===== src/rtl/writeback_arbiter_pkg.sv =====
// Shared processor definitions for the writeback arbiter: FSM encoding and
// the exception register/codes written when a multdiv result faults.
package writeback_arbiter_pkg;

  typedef enum logic [1:0] {
    ST_IDLE  = 2'd0,
    ST_RUN   = 2'd1,
    ST_PEND  = 2'd2,
    ST_FORCE = 2'd3
  } wb_state_e;

  localparam logic [4:0]  EXC_REG      = 5'd30;
  localparam logic [31:0] EXC_MUL_CODE = 32'd4;
  localparam logic [31:0] EXC_DIV_CODE = 32'd5;

  function automatic logic [31:0] exc_code(input logic is_div);
    return is_div ? EXC_DIV_CODE : EXC_MUL_CODE;
  endfunction

endpackage


===== src/rtl/writeback_arbiter_if.sv =====
// Pipeline writeback, multdiv handshake and regfile write port bundle.
interface writeback_arbiter_if;
  logic        wb_valid;
  logic [4:0]  wb_reg;
  logic [31:0] wb_data;
  logic        md_start;
  logic        md_is_div;
  logic [4:0]  md_reg;
  logic        md_ready;
  logic [31:0] md_data;
  logic        md_exception;
  logic        md_ack;
  logic        ctrl_writeEnable;
  logic [4:0]  ctrl_writeReg;
  logic [31:0] data_writeReg;
  logic        pipe_stall;
  logic        md_busy;
  logic [4:0]  md_busy_reg;

  modport slave (
    input  wb_valid, wb_reg, wb_data, md_start, md_is_div, md_reg,
           md_ready, md_data, md_exception,
    output md_ack, ctrl_writeEnable, ctrl_writeReg, data_writeReg,
           pipe_stall, md_busy, md_busy_reg
  );

  modport master (
    output wb_valid, wb_reg, wb_data, md_start, md_is_div, md_reg,
           md_ready, md_data, md_exception,
    input  md_ack, ctrl_writeEnable, ctrl_writeReg, data_writeReg,
           pipe_stall, md_busy, md_busy_reg
  );
endinterface


===== src/rtl/writeback_arbiter.sv =====
// Shares the regfile write port between the pipeline and one multdiv unit.
// WB_STARVE_GUARD_EN adds a starvation counter and a forced-write FORCE state.
import writeback_arbiter_pkg::*;

module writeback_arbiter #(
  parameter int STARVE_LIMIT = 4
) (
  input logic                 clock,
  input logic                 reset,
  writeback_arbiter_if.slave  bus
);

  if (STARVE_LIMIT < 1 || STARVE_LIMIT > 15) begin : g_bad_limit
    $error("writeback_arbiter: STARVE_LIMIT must be within 1..15");
  end

  wb_state_e   r_state, w_state_nxt;
  logic        r_rst_q;
  logic [4:0]  r_reg;
  logic        r_is_div;
  logic [31:0] r_data;
  logic        r_exc;
`ifdef WB_STARVE_GUARD_EN
  localparam logic [3:0] LIM = 4'(STARVE_LIMIT);
  logic [3:0]  r_cnt, w_cnt_nxt;
`endif

  logic        w_blank, w_accept, w_capture, w_stall, w_ack;
  logic        w_sel_we, w_we, w_busy;
  logic [4:0]  w_sel_reg, w_buf_reg;
  logic [31:0] w_sel_data, w_buf_data;

  // Outputs are silenced during reset and the cycle after it.
  assign w_blank    = reset | r_rst_q;
  assign w_buf_reg  = r_exc ? EXC_REG : r_reg;
  assign w_buf_data = r_exc ? exc_code(r_is_div) : r_data;

  always_comb begin
    w_state_nxt = r_state;
    w_accept    = 1'b0;
    w_capture   = 1'b0;
    w_stall     = 1'b0;
    w_ack       = 1'b0;
    w_sel_we    = 1'b0;
    w_sel_reg   = '0;
    w_sel_data  = '0;
`ifdef WB_STARVE_GUARD_EN
    w_cnt_nxt   = '0;
`endif
    if (!w_blank) begin
      if (bus.wb_valid && r_state != ST_FORCE) begin
        w_sel_we   = 1'b1;
        w_sel_reg  = bus.wb_reg;
        w_sel_data = bus.wb_data;
      end
      if (bus.md_start) begin
        if (r_state == ST_IDLE) begin
          w_accept    = 1'b1;
          w_state_nxt = ST_RUN;
        end else begin
          w_stall = 1'b1;
        end
      end
      case (r_state)
        ST_RUN: if (bus.md_ready) begin
          w_ack       = 1'b1;
          w_capture   = 1'b1;
          w_state_nxt = ST_PEND;
        end
        ST_PEND: if (!bus.wb_valid) begin
          w_sel_we    = 1'b1;
          w_sel_reg   = w_buf_reg;
          w_sel_data  = w_buf_data;
          w_state_nxt = ST_IDLE;
        end
`ifdef WB_STARVE_GUARD_EN
        else begin
          w_cnt_nxt = r_cnt + 4'd1;
          if (w_cnt_nxt == LIM) w_state_nxt = ST_FORCE;
        end
        ST_FORCE: begin
          w_stall     = 1'b1;
          w_sel_we    = 1'b1;
          w_sel_reg   = w_buf_reg;
          w_sel_data  = w_buf_data;
          w_state_nxt = ST_IDLE;
        end
`endif
        default: ;
      endcase
    end
  end

  // r0 is hardwired: a selected write there is dropped, buffered ones just drain.
  assign w_we   = w_sel_we && (w_sel_reg != 5'd0);
  assign w_busy = !w_blank && (r_state != ST_IDLE);

  assign bus.ctrl_writeEnable = w_we;
  assign bus.ctrl_writeReg    = w_we ? w_sel_reg  : 5'd0;
  assign bus.data_writeReg    = w_we ? w_sel_data : 32'd0;
  assign bus.pipe_stall       = w_stall;
  assign bus.md_ack           = w_ack;
  assign bus.md_busy          = w_busy;
  assign bus.md_busy_reg      = w_busy ? r_reg : 5'd0;

  always_ff @(posedge clock) begin
    r_rst_q <= reset;
    if (reset) begin
      r_state  <= ST_IDLE;
      r_reg    <= '0;
      r_is_div <= 1'b0;
      r_data   <= '0;
      r_exc    <= 1'b0;
`ifdef WB_STARVE_GUARD_EN
      r_cnt    <= '0;
`endif
    end else begin
      r_state <= w_state_nxt;
      if (w_accept) begin
        r_reg    <= bus.md_reg;
        r_is_div <= bus.md_is_div;
      end
      if (w_capture) begin
        r_data <= bus.md_data;
        r_exc  <= bus.md_exception;
      end
`ifdef WB_STARVE_GUARD_EN
      r_cnt <= w_cnt_nxt;
`endif
    end
  end

endmodule


===== src/flat_wrapper.sv =====
// flat-port wrapper written by rule: the top's interface ports become plain ports
module writeback_arbiter_flat 
#(
  parameter int STARVE_LIMIT = 4
)
  (clock, reset, bus_wb_valid, bus_wb_reg, bus_wb_data, bus_md_start, bus_md_is_div, bus_md_reg, bus_md_ready, bus_md_data, bus_md_exception, bus_md_ack, bus_ctrl_writeEnable, bus_ctrl_writeReg, bus_data_writeReg, bus_pipe_stall, bus_md_busy, bus_md_busy_reg);
  writeback_arbiter_if bus_i ();
  input logic clock;
  input logic reset;
  input wire logic [$bits(bus_i.wb_valid)-1:0] bus_wb_valid;
  input wire logic [$bits(bus_i.wb_reg)-1:0] bus_wb_reg;
  input wire logic [$bits(bus_i.wb_data)-1:0] bus_wb_data;
  input wire logic [$bits(bus_i.md_start)-1:0] bus_md_start;
  input wire logic [$bits(bus_i.md_is_div)-1:0] bus_md_is_div;
  input wire logic [$bits(bus_i.md_reg)-1:0] bus_md_reg;
  input wire logic [$bits(bus_i.md_ready)-1:0] bus_md_ready;
  input wire logic [$bits(bus_i.md_data)-1:0] bus_md_data;
  input wire logic [$bits(bus_i.md_exception)-1:0] bus_md_exception;
  output wire logic [$bits(bus_i.md_ack)-1:0] bus_md_ack;
  output wire logic [$bits(bus_i.ctrl_writeEnable)-1:0] bus_ctrl_writeEnable;
  output wire logic [$bits(bus_i.ctrl_writeReg)-1:0] bus_ctrl_writeReg;
  output wire logic [$bits(bus_i.data_writeReg)-1:0] bus_data_writeReg;
  output wire logic [$bits(bus_i.pipe_stall)-1:0] bus_pipe_stall;
  output wire logic [$bits(bus_i.md_busy)-1:0] bus_md_busy;
  output wire logic [$bits(bus_i.md_busy_reg)-1:0] bus_md_busy_reg;
  assign bus_i.wb_valid = bus_wb_valid;
  assign bus_i.wb_reg = bus_wb_reg;
  assign bus_i.wb_data = bus_wb_data;
  assign bus_i.md_start = bus_md_start;
  assign bus_i.md_is_div = bus_md_is_div;
  assign bus_i.md_reg = bus_md_reg;
  assign bus_i.md_ready = bus_md_ready;
  assign bus_i.md_data = bus_md_data;
  assign bus_i.md_exception = bus_md_exception;
  assign bus_md_ack = bus_i.md_ack;
  assign bus_ctrl_writeEnable = bus_i.ctrl_writeEnable;
  assign bus_ctrl_writeReg = bus_i.ctrl_writeReg;
  assign bus_data_writeReg = bus_i.data_writeReg;
  assign bus_pipe_stall = bus_i.pipe_stall;
  assign bus_md_busy = bus_i.md_busy;
  assign bus_md_busy_reg = bus_i.md_busy_reg;
  writeback_arbiter #(.STARVE_LIMIT(STARVE_LIMIT)) u_core (.clock(clock), .reset(reset), .bus(bus_i));
endmodule

===== config.mk =====
export PLATFORM = sky130hd
export DESIGN_NAME = writeback_arbiter_flat
export DESIGN_NICKNAME = d
export VERILOG_FILES = /design/src/rtl/writeback_arbiter_pkg.sv /design/src/rtl/writeback_arbiter_if.sv /design/src/rtl/writeback_arbiter.sv /design/src/flat_wrapper.sv
export SDC_FILE = /design/constraint.sdc
export NUM_CORES = 1
export LEC_CHECK = 0
export CAP_MARGIN = 25
export CORE_MARGIN = 1.5
export CORE_UTILIZATION = 40
export CTS_CLUSTER_DIAMETER = 50
export CTS_CLUSTER_SIZE = 8
export DETAILED_ROUTE_END_ITERATION = 16
export GPL_TIMING_DRIVEN = 1
export PLACE_DENSITY = 0.86
export SYNTH_ARGS = -nofsm -noshare
export SYNTH_HDL_FRONTEND = slang
export SYNTH_SLANG_ARGS = --single-unit
export TNS_END_PERCENT = 100

===== constraint.sdc =====
create_clock -name clock -period 2.7 [get_ports clock]
set_clock_uncertainty 0.2 [all_clocks]
set_input_delay 0.405 -clock clock [delete_from_list [all_inputs] [get_ports clock]]
set_output_delay 0.405 -clock clock [all_outputs]
set_load 0.05 [all_outputs]

Word level (Yosys, flattened, before mapping). Cells that the tools add are included.

Bits of input ports: 81. Register bits after elaboration: 42. Output and inout bits: 46.

Bitwise operators: 1. Reductions and logical operators: 7. Eq/ne operators: 3. Muxes and demuxes: 32.

Operators by type and width (count): $mux W32 (6); $mux W5 (7); $mux W1 (14); $mux W2 (4); $reduce_bool A5 Y1 (1); $pmux W2 S2 (1); $logic_and A1 B1 Y1 (3); $eq A2 B1 Y1 const B (1); $eq A2 B2 Y1 const B (1); $logic_not A2 Y1 (1); $ne A2 B2 Y1 const B (1); $reduce_bool A2 Y1 (1); $logic_not A1 Y1 (1); $or A1 B1 Y1 (1).

Depth between registers and ports, before layout.
Depth in word-level cells: 9. Depth in mapped cells: 8.

Worst setup path after synthesis. OpenSTA, ideal clock, no wires.

Path type: register to output. From: reg u_core.r_state[0]. To: out bus_data_writeReg[5]. Data required time: 2.095 ns. Arrival time: 2.518 ns. Cell stages (with the launch flop): 9. Buffers on the path: 2. Setup slack: -0.423 ns. Path through: dfxtp_1 > inv_1 > ha_1 > nand2b_1 > buf_4 > o2bb2ai_1 > nor4_4 > buf_6 > a211oi_1.

Longest elaborated chain between the ends: 9.

RTL lines: start, declared (line writeback_arbiter.sv:17) `wb_state_e r_state, w_state_nxt;`; start signal, assigned (line writeback_arbiter.sv:118) `r_state <= w_state_nxt;`; $ne A2 B2 Y1 (line writeback_arbiter.sv:51) `if (bus.wb_valid && r_state != ST_FORCE) begin`; $logic_and A1 B1 Y1 (line writeback_arbiter.sv:51); $mux W5 (line writeback_arbiter.sv:51); $mux W5 (line writeback_arbiter.sv:70) `ST_PEND: if (!bus.wb_valid) begin`; $mux W5 (line writeback_arbiter.sv:64) `case (r_state)`; $mux W5 (line writeback_arbiter.sv:50) `if (!w_blank) begin`; $reduce_bool A5 Y1 (line writeback_arbiter.sv:95) `assign w_we = w_sel_we && (w_sel_reg != 5'd0);`; $logic_and A1 B1 Y1 (line writeback_arbiter.sv:95); $mux W32 (*) (line writeback_arbiter.sv:100) `assign bus.data_writeReg = w_we ? w_sel_data : 32'd0;`; end, declared (line flat_wrapper.sv:22) `output wire logic [$bits(bus_i.data_writeReg)-1:0] bus_data_writeReg;`.

Every way passes the cells marked *; elsewhere a longest branch is shown, timed or not.

Worst setup path after layout.
From: reg u_core.r_state[0]. To: out bus_data_writeReg[30].

The elaborated chain is that of the path after synthesis.

==> summary.txt <==
Critical path
  • Critical path buffer and inverter count: 4
  • CP Capture Type: primary output
  • Crit-path most repeated cell: buf_6
  • CP Class: reg2out
  • Crit path max fanout: 7
  • CP arrival: 2.22 ns
  • Critical path required time: 2.10 ns
  • CP Cell Sequence: ha_4, nor2b_4, buf_6, o2bb2ai_4, nor4_4, buf_6, buf_16, a211oi_4, buf_12
  • Worst path slowest cell: dfxtp_4
  • Kind of cell adding the most delay to the critical path: buffers and inverters
  • CP Launch Type: flop
  • Max incr delay on CP: 0.37 ns
  • R2R setup slack: 0.70 ns

Layout
  • Most frequent cells in the layout: clkdlybuf4s50_1, buf_12, nand2_1
  • Nets: 528
  • Fin util: 84.44%
  • Most common cell after layout, fill and taps aside: clkdlybuf4s50_1
  • Fraction of layout cells with a size suffix above 1: 30.02%
  • Filler cells: 304
  • Synthesis-to-finish area growth: 102.4%
  • N_diodes: 0
  • Max FFs per register: 32

Detailed routing
  • 1st-iter DRT viols: 226
  • Pre-Repair DR Iteration Count: 4
  • Antenna viol nets, final: 0
  • Wirelength per Cell: 21.19 µm
  • DR vias: 3025
  • Remaining DRCs: 0
  • Via density: 5.840
  • Routed WL: 10980 µm

Die
  • Cell Rows: 28
  • Core area: 0.005991 mm²
  • Die Y: 82.06 µm
  • Ports: 127
  • Die width: 82.06 µm
  • DIE AREA: 0.006733 mm²
  • Starting Density: 41.73%

STA
  • Slew headroom: 67.47%
  • Min cycle time layout: 2.828 ns
  • Setup violations, final: 33
  • Final setup margin: -0.1283 ns
  • Fmax: 353.6 MHz
  • Worst Tran Pin Value: 0.4854 ns
  • Slew Viols, Final: 0
  • Final period util: 104.8%
  • Hold Fails Final Rpt: 0
  • RSZ-0062 raised after global routing: yes

Synthesis
  • Post-synthesis sequential area ratio: 33.63%
  • Mapped Avg Cell Area: 8.038 µm²
  • Distinct cells, synth: 30
  • Main combinational cell family by area after synthesis: compound AO/OA/AOI/OAI gates
  • Compound-gate portion of the synthesized area: 32.28%
  • Mapped Nets: 397
  • Post-Syn Area: 0.002500 mm²
  • FF+latch count, synth: 42
  • Synthesis Warnings: 0
  • Adder-cell area share of the yosys netlist: 2.503%
  • Mux contribution to synthesized area: 0.8509%
  • Post-synthesis cell count: 311
  • Synth Area in Simple Gates: 23.67%
  • Synth Area in XOR/XNOR: 0%

Hold path
  • Hold WC Path Type: reg2reg

Clocking
  • Worst-path clk slew: 0.08 ns
  • CTS tree: yes
  • CTS H-tree lvls: 2
  • Clock Latency Late Sink: 0.30 ns
  • Clock Tree Buf Depth: 2
  • Cts hold-fix bufs: 0
  • Clock root cell: clkbuf_8
  • CTS Sinks: 42
  • Inserted Clock Buffers: 5

Global routing
  • Largest net degree at the start of global routing: 41
  • Antenna violations before repair: 0
  • GRT Residual Overflow: 0
  • Number of global-route vias before repair: 3234
  • GRT Overall Usage: 32.60%
  • Global-route wire length before repair: 16340 µm

Placed design
  • IO Port Bufs: 126
  • Dpl hpwl: 6331 µm
  • Placer Congestion: 0.8193
  • Setup WS pre-CTS: -0.3137 ns

Outcome
  • Failing checks: negative setup slack
  • Status: finished, violations left

Run
  • MaxCap Viol Count: 0

Power
  • VDD IR-drop max: 232.3 µV
  • Pwr/cell area: 315.3 mW/mm²
  • Lkg Pwr: 1.675 nW
cell usage after synthesis:
cell type	instances	share of area, %
clkbuf_1	14	2.1
buf_2	12	2.4
ha_1	5	2.5
a211oi_2	5	2.5
nor3_1	1	0.20
a211oi_1	28	8.4
nor2_1	12	1.8
a21oi_1	5	1.0
mux2_2	1	0.45
and3_1	5	1.3
and4bb_2	1	0.50
o21ai_1	2	0.40
o22a_1	1	0.35
o21ai_0	39	7.8
dfxtp_1	42	34
o2bb2ai_4	1	1.1
nor2b_4	1	0.55
o2bb2ai_2	1	0.60
buf_6	4	1.8
mux2i_1	1	0.40
a22oi_1	30	9.0
buf_4	1	0.30
o2bb2ai_1	2	0.70
nor4_4	1	0.85
a32o_1	1	0.40
and2_1	5	1.3
inv_1	3	0.45
nor2_2	1	0.25
nand2b_1	41	10
nand2_1	45	6.8
per-stage QoR:
stage / hold WS [ns] / instance area [µm²] / power (W) / cells / setup TNS (ns)
floorplan: 0.2327 / 2555 / 0.0008325 / 311 / -6.808
global placement: 0.2533 / 4392 / 0.001036 / 499 / -13.86
detailed placement: 0.2661 / 4419 / 0.001051 / 500 / -7.851
CTS: 0.2792 / 5012 / 0.001573 / 517 / -1.198
global route: 0.3049 / 5059 / 0.001647 / 518 / -3.485
finish: 0.2783 / 5059 / 0.001595 / 518 / -1.659
tightest hold or removal path, delay by kind of cell (launching register included):
family	cells	cell delay, ns
AOI/OAI and AO/OA	1	0.06
DFF	1	0.32
and+or+nand+nor	1	0.06
area by class of cell:
cell class | count | area [µm²] | share of cell area (%)
Timing Repair Buffer | 155 | 2076 | 41.03
Multi-Input combinational cell | 235 | 1938 | 38.31
Sequential cell | 42 | 845.8 | 16.72
Tap cell | 75 | 93.84 | 1.855
Clock buffer | 7 | 86.33 | 1.707
Inverter | 3 | 13.76 | 0.2721
Clock inverter | 1 | 5.005 | 0.09894
kinds of logic (layout without fill, tap and decap cells):
kind of cell | count (synthesis) | after routing
flops | 42 | 42
mux | 2 | 2
compound gates | 115 | 115
fa+ha+maj | 5 | 5
simple gates | 113 | 113
buf+inv | 34 | 166
report_power, final:
group          switching (W)  internal (W)
Sequential         0.0000160      0.000637
Clock               0.000226      0.000207
Combinational       0.000252      0.000257
Total               0.000494       0.00110
timing repair:
item / in CTS / in global routing
pin swaps: 29 / 10
buffers inserted: 8 / 2
setup endpoints to repair: 33 / 33
gates cloned: 2 / 1
gates resized for setup: 63 / 10
metal layers:
| layer | track usage, % | up-vias | wire length (µm) | share of wire (%) |
|---|---|---|---|---|
| li1 | - | 1344 | - | - |
| met1 | 33.72 | 1472 | 3958 | 36 |
| met2 | 59.18 | 169 | 5805 | 53 |
| met3 | 8.556 | 40 | 802 | 7.3 |
| met4 | 18.14 | 0 | 410 | 3.7 |
| met5 | 0 | - | 0 | 0 |
worst paths after layout:
path	to	cells after the start	start
max	bus_data_writeReg[30]	9	u_core.r_state[0]$_SDFFE_PP0P_
min	u_core.r_data[8]$_SDFFE_PP0P_	2	u_core.r_data[8]$_SDFFE_PP0P_
max reg2reg	u_core.r_data[25]$_SDFFE_PP0P_	6	u_core.r_state[1]$_SDFFE_PP0P_
min reg2reg	u_core.r_data[8]$_SDFFE_PP0P_	2	u_core.r_data[8]$_SDFFE_PP0P_
Power figures use the tool's default switching activity.
